[config.mk]
export PLATFORM = sky130hd
export DESIGN_NAME = ddr_burst_rd
export DESIGN_NICKNAME = d
export VERILOG_FILES = /design/src/rtl/ddr_rd_pkg.sv /design/src/rtl/ddr_burst_rd_sync_pulse.sv /design/src/rtl/ddr_burst_rd.sv
export SDC_FILE = /design/constraint.sdc
export NUM_CORES = 1
export LEC_CHECK = 0
export CAP_MARGIN = 20
export CORE_MARGIN = 3
export CORE_UTILIZATION = 25
export CTS_CLUSTER_DIAMETER = 50
export CTS_CLUSTER_SIZE = 40
export DETAILED_ROUTE_END_ITERATION = 8
export SYNTH_ARGS = -nofsm -noshare
export SYNTH_HDL_FRONTEND = slang
export SYNTH_SLANG_ARGS = --single-unit
[constraint.sdc]
create_clock -name sclk -period 2.5 [get_ports sclk]
set_clock_uncertainty 0.05 [all_clocks]
set_input_delay 0.75 -clock sclk [delete_from_list [all_inputs] [get_ports sclk]]
set_output_delay 0.75 -clock sclk [all_outputs]
set_load 0.01 [all_outputs]
[src/rtl/ddr_rd_pkg.sv]
// Shared constants, state encoding and offset helper for the DDR burst reader.
package ddr_rd_pkg;

  localparam logic [2:0]  AXI_SIZE_16B   = 3'b100;
  localparam logic [1:0]  AXI_BURST_INCR = 2'b01;
  localparam logic [1:0]  AXI_RESP_OKAY  = 2'b00;
  localparam int unsigned BEAT_BYTES     = 16;

  typedef enum logic [1:0] {
    IDLE = 2'd0,
    ADDR = 2'd1,
    DATA = 2'd2,
    DONE = 2'd3
  } rd_state_e;

  // Advance the frame offset by one burst, wrapping to zero at the frame end.
  function automatic logic [31:0] next_offset(input logic [31:0] off,
                                              input logic [31:0] burst_bytes,
                                              input logic [31:0] frame_bytes);
    logic [31:0] sum;
    sum = off + burst_bytes;
    if (sum >= frame_bytes) return 32'd0;
    return sum;
  endfunction

endpackage

[src/rtl/ddr_burst_rd_sync_pulse.sv]
// Two-flop synchronizer plus registered rising-edge detector.
// A rise on d_i produces a single-cycle pulse_o three clocks later.
module sync_pulse (
  input  logic clk_i,
  input  logic rst_ni,
  input  logic d_i,
  output logic pulse_o
);

  logic meta_q;
  logic sync_q;
  logic prev_q;
  logic pulse_q;

  // Synchronize the level and flag its rising edge.
  always_ff @(posedge clk_i or negedge rst_ni) begin
    if (!rst_ni) begin
      meta_q  <= 1'b0;
      sync_q  <= 1'b0;
      prev_q  <= 1'b0;
      pulse_q <= 1'b0;
    end else begin
      meta_q  <= d_i;
      sync_q  <= meta_q;
      prev_q  <= sync_q;
      pulse_q <= sync_q & ~prev_q;
    end
  end

  assign pulse_o = pulse_q;

endmodule

[src/rtl/ddr_burst_rd.sv]
// AXI4 read master: one INCR burst per rd_start edge, streamed into the pixel
// cache FIFO. Walks the frame buffer linearly and wraps at FRAME_BYTES.
// Handshakes: an AXI transfer happens on a rising edge where valid and ready
// are both high; valid never depends on ready and the payload (araddr) is held
// stable for as long as arvalid is high.
module ddr_burst_rd
  import ddr_rd_pkg::*;
#(
  parameter logic [31:0] BASE_ADDR   = 32'h0000_0000,
  parameter logic [31:0] FRAME_BYTES = 32'd3145728,
  parameter logic [8:0]  BURST_LEN   = 9'd64
) (
  input  logic         sclk,
  input  logic         rst_n,
  input  logic         rd_start,
  input  logic         frame_sync,
  output logic [31:0]  m_axi_araddr,
  output logic [7:0]   m_axi_arlen,
  output logic [2:0]   m_axi_arsize,
  output logic [1:0]   m_axi_arburst,
  output logic         m_axi_arvalid,
  input  logic         m_axi_arready,
  input  logic [127:0] m_axi_rdata,
  input  logic [1:0]   m_axi_rresp,
  input  logic         m_axi_rlast,
  input  logic         m_axi_rvalid,
  output logic         m_axi_rready,
  output logic [127:0] rd_128bit_data,
  output logic         cache_wr_en,
  output logic         rd_end,
  output logic         busy,
  output logic         rd_err,
  output logic [1:0]   dbg_state_o,
  output logic [8:0]   dbg_beat_cnt_o
);

  localparam logic [31:0] BURST_BYTES = {23'd0, BURST_LEN} * 32'(BEAT_BYTES);

  rd_state_e      state_q, state_d;
  logic [31:0]    araddr_q, araddr_d;
  logic           arvalid_q, arvalid_d;
  logic [31:0]    offset_q, offset_d;
  logic           pending_q, pending_d;
  logic           resync_q, resync_d;
  logic [8:0]     beat_cnt_q, beat_cnt_d;
  logic           wr_en_q;
  logic [127:0]   data_q;
  logic           end_q;
  logic           err_q;
  logic           req;
  logic           rready;
  logic           beat_acc;

  sync_pulse u_sync (
    .clk_i  (sclk),
    .rst_ni (rst_n),
    .d_i    (rd_start),
    .pulse_o(req)
  );

  assign rready   = (state_q == DATA);
  assign beat_acc = m_axi_rvalid & rready;

  // Next-state logic: request queueing, address issue, beat counting, offset walk.
  always_comb begin
    state_d    = state_q;
    araddr_d   = araddr_q;
    arvalid_d  = arvalid_q;
    offset_d   = offset_q;
    pending_d  = pending_q;
    resync_d   = resync_q | frame_sync;
    beat_cnt_d = beat_cnt_q;

    // A request arriving mid-burst is remembered once; further ones are lost.
    if (req && (state_q != IDLE)) pending_d = 1'b1;

    case (state_q)
      IDLE: begin
        if (frame_sync || resync_q) begin
          offset_d = 32'd0;
          resync_d = 1'b0;
        end
        if (req || pending_q) begin
          state_d    = ADDR;
          arvalid_d  = 1'b1;
          araddr_d   = BASE_ADDR + ((frame_sync || resync_q) ? 32'd0 : offset_q);
          pending_d  = 1'b0;
          beat_cnt_d = 9'd0;
        end
      end
      ADDR: begin
        if (m_axi_arready) begin
          arvalid_d = 1'b0;
          state_d   = DATA;
        end
      end
      DATA: begin
        if (beat_acc) begin
          if (beat_cnt_q != BURST_LEN) beat_cnt_d = beat_cnt_q + 9'd1;
          if (m_axi_rlast) state_d = DONE;
        end
      end
      DONE: begin
        offset_d = resync_d ? 32'd0 : next_offset(offset_q, BURST_BYTES, FRAME_BYTES);
        resync_d = 1'b0;
        state_d  = IDLE;
      end
      default: state_d = IDLE;
    endcase
  end

  // Control state registers.
  always_ff @(posedge sclk or negedge rst_n) begin
    if (!rst_n) begin
      state_q    <= IDLE;
      araddr_q   <= BASE_ADDR;
      arvalid_q  <= 1'b0;
      offset_q   <= 32'd0;
      pending_q  <= 1'b0;
      resync_q   <= 1'b0;
      beat_cnt_q <= 9'd0;
    end else begin
      state_q    <= state_d;
      araddr_q   <= araddr_d;
      arvalid_q  <= arvalid_d;
      offset_q   <= offset_d;
      pending_q  <= pending_d;
      resync_q   <= resync_d;
      beat_cnt_q <= beat_cnt_d;
    end
  end

  // Registered cache write path; rd_end lines up with the final write strobe.
  always_ff @(posedge sclk or negedge rst_n) begin
    if (!rst_n) begin
      wr_en_q <= 1'b0;
      data_q  <= '0;
      end_q   <= 1'b0;
      err_q   <= 1'b0;
    end else begin
      wr_en_q <= beat_acc;
      if (beat_acc) data_q <= m_axi_rdata;
      end_q   <= beat_acc & m_axi_rlast;
      if (beat_acc && (m_axi_rresp != AXI_RESP_OKAY)) err_q <= 1'b1;
    end
  end

  assign m_axi_araddr   = araddr_q;
  assign m_axi_arlen    = 8'(BURST_LEN - 9'd1);
  assign m_axi_arsize   = AXI_SIZE_16B;
  assign m_axi_arburst  = AXI_BURST_INCR;
  assign m_axi_arvalid  = arvalid_q;
  assign m_axi_rready   = rready;
  assign rd_128bit_data = data_q;
  assign cache_wr_en    = wr_en_q;
  assign rd_end         = end_q;
  assign busy           = (state_q != IDLE);
  assign rd_err         = err_q;
  assign dbg_state_o    = state_q;
  assign dbg_beat_cnt_o = beat_cnt_q;

endmodule

Word level (Yosys, flattened, before mapping):

Cells that the tools add are included.

* reductions and logical operators: 14
* multiplexer cells: 24
* bitwise logic cells: 5
* magnitude comparators: 1
* equality and inequality tests: 9
* add/sub/neg operators: 2

Operators by type and width (number)
* 32-bit 2-to-1 mux: 4
* 32-bit case mux with 2 select lines: 1
* 32-bit by 11-bit adder with 32-bit output, second input constant: 1
* 32-bit by 22-bit greater-or-equal comparator with 1-bit output, second input constant: 1
* 9-bit 2-to-1 mux: 3
* 9-bit case mux with 2 select lines: 1
* 2-bit nonzero test: 5
* 9-bit by 1-bit adder with 9-bit output, second input constant: 1
* 9-bit by 7-bit != test with 1-bit output, second input constant: 1
* 1-bit 2-to-1 mux: 8
* 2-bit 2-to-1 mux: 4
* 2-bit case mux with 4 select lines: 1
* 4-bit AND reduction: 2
* 2-bit != test, second input constant: 3
* 2-bit == test, second input constant: 2
* 2-bit by 1-bit != test with 1-bit output, second input constant: 2
* 1-bit case mux with 2 select lines: 2
* 1-bit bitwise AND: 3
* 3-bit AND reduction: 1
* 2-bit by 1-bit == test with 1-bit output, second input constant: 1
* 1-bit logical AND: 2
* 2-bit logical NOT: 1
* 1-bit logical OR: 2
* 2-bit AND reduction: 1
* 2 further kinds: 2

* logic and storage cells: 70
* bits in registers: 213
* output and inout bits: 190
* input port bits: 137

Logic depth before layout (Yosys ltp):

Gate-level depths: netlist (run 1).

* depth in word-level cells: 7
* gate-level depth with buffers: 10
* mapped depth without buffers: 8

By module:

From an unflattened synthesis (run 1), not the netlist that was laid out.

* cells, all modules: 692
* area, all modules: 8655.8 µm²

Modules (own cells, without submodules)
* ddr_burst_rd: cells each 687, area an instance 8541.9 µm², times used 1, sequential area each 5230.0 µm²
* sync_pulse: cells each 5, area an instance 113.9 µm², times used 1, sequential area each 100.1 µm²

Worst setup path before layout (run 1):

OpenSTA, ideal clock, no wires.

* kind: register -> register
* start point: reg offset_q[10]
* end point: reg offset_q[0]
* library setup time: 0.067 ns
* data required time: 2.383 ns
* period minus slack after synthesis: 2.456 ns
* path buffers: 0
* cell stages (with the launch flop): 9
* path slack: 0.044 ns
* arrival: 2.340 ns
* cells stage by stage: dfrtp_1 > ha_1 > nand2_1 > or4_4 > o31ai_1 > nand4_1 > nor4_4 > nand2b_2 > and3_1

* longest elaborated chain between the ends: 7

RTL lines
* start, declared: RTL line ddr_burst_rd.sv:42 `logic [31:0] offset_q, offset_d;`
* start signal, assigned: RTL line ddr_burst_rd.sv:126 `offset_q <= offset_d;`
* 32-bit by 11-bit adder with 32-bit output: RTL line ddr_rd_pkg.sv:21 `sum = off + burst_bytes;`
* 32-bit by 22-bit greater-or-equal comparator with 1-bit output: RTL line ddr_rd_pkg.sv:22 `if (sum >= frame_bytes) return 32'd0;`
* 1-bit 2-to-1 mux: RTL line ddr_rd_pkg.sv:22
* 1-bit 2-to-1 mux: RTL line ddr_burst_rd.sv:77 `case (state_q)`
* 32-bit 2-to-1 mux: RTL line ddr_rd_pkg.sv:23 `return sum;`
* 32-bit 2-to-1 mux: RTL line ddr_burst_rd.sv:104 `offset_d = resync_d ? 32'd0 : next_offset(offset_q, BURST_BYTES, FRAME_BYTES);`
* 32-bit case mux with 2 select lines: RTL line ddr_burst_rd.sv:77

Every way passes these cells. The select of a mux whose other input is x is not followed.
A chain may end at the register's enable or synchronous reset.

Final worst setup path (run 1):

* start point: reg offset_q[11]
* end point: reg offset_q[10]

Same word-level chain as after synthesis.

==> reports/metrics.cfg, run 1 <==
[pwr]
powerDensity_nw_per_um2=1120
p_int_uw=10800
ir_worst_vdd_uv=677
netSwitchingPower_uw=4800
p_clk_share_pct=27.8
sw_frac_of_total_pct=30.8
p_leak_uw=0.00579
pwr-share-seq_pct=33.5
power_frac_comb_pct=38.7

[cts]
cts_htree_levels=1
cts-root-buf=clkbuf_16
clk-insertion-delay-late_ns=0.54
cts.reportedPaths.clkPinSlew_ns=0.06
clockBufferDepth=3
cts_sinks=213
cts_tree=done
numCtsBuffers=28

[synth]
synthXorXnorAreaFrac_pct=0.504
yosysUniqueCellTypes=50
synth_top_family_by_area=multiplexers
synth_ff_type=dfrtp_1
synth_top_cell_area_share_pct=61.3
postSynth.asyncResetShare_pct=100
synth.mux.area_fraction_pct=17.3
yosys.area_share.adder_pct=1.01
synth.most_common_cell=dfrtp_1
seq_area_frac_synth_pct=61.3
yosysWarnings=0
synth_edf_count=0
synthesis.instances=689
syn_area_sq_um=8690
synth_compound_area_share_pct=5.36
avgSynthCellArea_sq_um=12.6
ys_ff_latch=213
synth.area.top_cells=dfrtp_1 61%, mux2_2 17%, nand2_1 3.9%
synth_top_area_cell=dfrtp_1
synthSimpleGateAreaFrac_pct=11.0
synth.top_cells.by_count=213 x dfrtp_1, 129 x mux2_2, 91 x nand2_1

[cells_and_area]
drive_gt1_share_pct=24.3
multi_input_area_sq_um=3210
n_antenna_cell=0
fin_area_sq_um=13800
final_nets=1193
final.fill_count=3215
area_growth_pct=59.4
final_cells=1519
regArea_sq_um=5330
utilization_pct=40.9

[placed_design]
io_buffers=313
place_ws_ns=-0.351
place_hpwl_um=18200
gp_congestion=0.830
dpl.cell_count=1461
place_area_sq_um=12700

[route]
totalWireLength_um=24900
ant_nets=0
viasPerCell=4.32
drc_errors=0
wire_per_inst_um=16.4
first_pass_iters=4
via_count=6567
drtIter0Drc=209

[setup_path]
cp.required_ns=2.88
critPathKind=reg2reg
worst_setup_path_start_kind=flop
cpLargestDelayFamily=simple AND/OR/NAND/NOR gates
arrival_ns=2.87
max_stage_delay_ns=0.54
crit_buf_inv=1
cp_slowest_cell=or4_4
endpoint_kind=flop
crit_path_max_fanout=4
worstPathCellList=ha_2 -> nand2_2 -> or4_4 -> or4_1 -> nand4_1 -> nor4_4 -> buf_6 -> and2_4 -> mux2_2

[sta]
slew_headroom_pct=56.6
fmax_mhz=402
setup_viol=0
finalCriticalPeriod_ns=2.49
rsz0062_at_grt=true
finalWorstSetupSlack_ns=0.0106
tightest_slew_ns=0.646
final_max_slew_viol_count=0
hold_viol=0
fin_crit_sh_pct=99.6

[floorplan]
fp.dieW_um=192
num_rows=67
initial_core_util_pct=25.7
boundaryPins=327
core_sq_um=33900
die_h_um=192
die_area_sq_um=37000

[worst_hold_path]
hold_path.class=in2async

[status]
status=finished, final reports clean

[global_routing]
grt_usage_pct=12.8
grt_max_degree=66
overflow=0
grt_first_pass_wirelength_um=38100
grt_pass1_vias=6762
antenna_found_initial=0

[run]
maxCapViolations=0

-- area by class of cell --
| type | instances | share of cell area (%) |
|---|---|---|
| tap | 448 | 4.05 |
| clock inverter | 24 | 2.28 |
| sequential | 213 | 38.5 |
| clock buffer | 28 | 5.06 |
| multi-input combinational | 425 | 23.2 |
| inverter | 12 | 0.325 |
| timing repair buffer | 369 | 26.6 |
-- power by group through the flow --
stage / Clock [uW] / Sequential [uW] / Combinational [uW]
3_5_place_dp: 0 / 5280 / 5920
3_3_place_gp: 0 / 5230 / 5880
2_1_floorplan: 0 / 5740 / 2000
5_1_grt: 4630 / 5370 / 6450
6_report: 4330 / 5210 / 6020
4_1_cts: 4480 / 5220 / 5970
-- state kept, by name, indices dropped and copies added, names as in the netlist --
name and count:
offset_q 32, resync_q 1, rd_128bit_data 128, m_axi_arvalid 1, u_sync.prev_q 1, rd_end 1
m_axi_araddr 32, dbg_state_o 2, u_sync.sync_q 1, dbg_beat_cnt_o 9, cache_wr_en 1, u_sync.pulse_o 1
pending_q 1, rd_err 1, u_sync.meta_q 1
-- cells by family after synthesis --
family | count (synthesis)
and+or+nand+nor | 190
xor gates and xnor gates | 5
muxes | 134
buffers and inverters | 62
DFF | 213
adders and majority gates | 7
other | 2
AOI/OAI and AO/OA | 76
-- repair_timing --
| item | 4_1_cts | 5_1_grt |
|---|---|---|
| gates resized for setup | 5 | 15 |
| cloned | 0 | 1 |
| setup endpoints to repair | 16 | 23 |
| pin swaps | 1 | 9 |
| hold buffers | 0 | 0 |
| setup buffers | 1 | 4 |
-- layout by cell type (no fill, tap or decap), types with 7 or more instances in the layout --
master / instances
buf_4: 46
and2_1: 13
mux2_2: 129
and3_1: 14
nor2b_1: 7
nand3_1: 10
dfrtp_1: 210
nor2_1: 11
conb_1: 13
nor3_1: 9
clkbuf_16: 29
nand2_1: 90
inv_1: 11
clkdlybuf4s50_1: 310
o21ai_0: 38
buf_12: 8
-- path summary, 6_finish.rpt --
path	start	endpoint	slack, ns	depth (start not counted)
worst max register to register	offset_q[11]	offset_q[10]	0.01	9
max in group asynchronous	rst_n	rd_128bit_data[106]	1.64	2
worst max-delay path	offset_q[11]	offset_q[10]	0.01	9
worst min-delay path	rst_n	m_axi_araddr[24]	0.09	1
min in group sclk	u_sync.meta_q	u_sync.sync_q	0.30	0
worst min register to register	u_sync.meta_q	u_sync.sync_q	0.30	0
-- layer usage --
layer | vias to the layer above | part of all wire [%] | global-route usage [%]
li1 | 3109 | - | -
met1 | 3199 | 42 | 17.0
met2 | 217 | 48 | 20.4
met3 | 42 | 7.4 | 3.47
met4 | 0 | 2.7 | 3.78
met5 | - | 0 | 0
-- through the flow --
step	total power, uW	setup TNS [ns]	hold slack [ns]
CTS	15700	0	0.0839
detailed placement	11200	-6.52	0.287
finish	15600	0	0.0934
global route	16400	-1.06	0.0960
global placement	11100	-6.09	0.287
floorplan	7740	0	0.281
(Power assumes the default switching activity.)
==> run 2: changes to the inputs <==
CAP_MARGIN = unset   (was 20)
GPL_ROUTABILITY_DRIVEN = 0   (was unset)
==> results of run 2 <==
No change in the layout: final DEF, timing and power equal those of run 1.
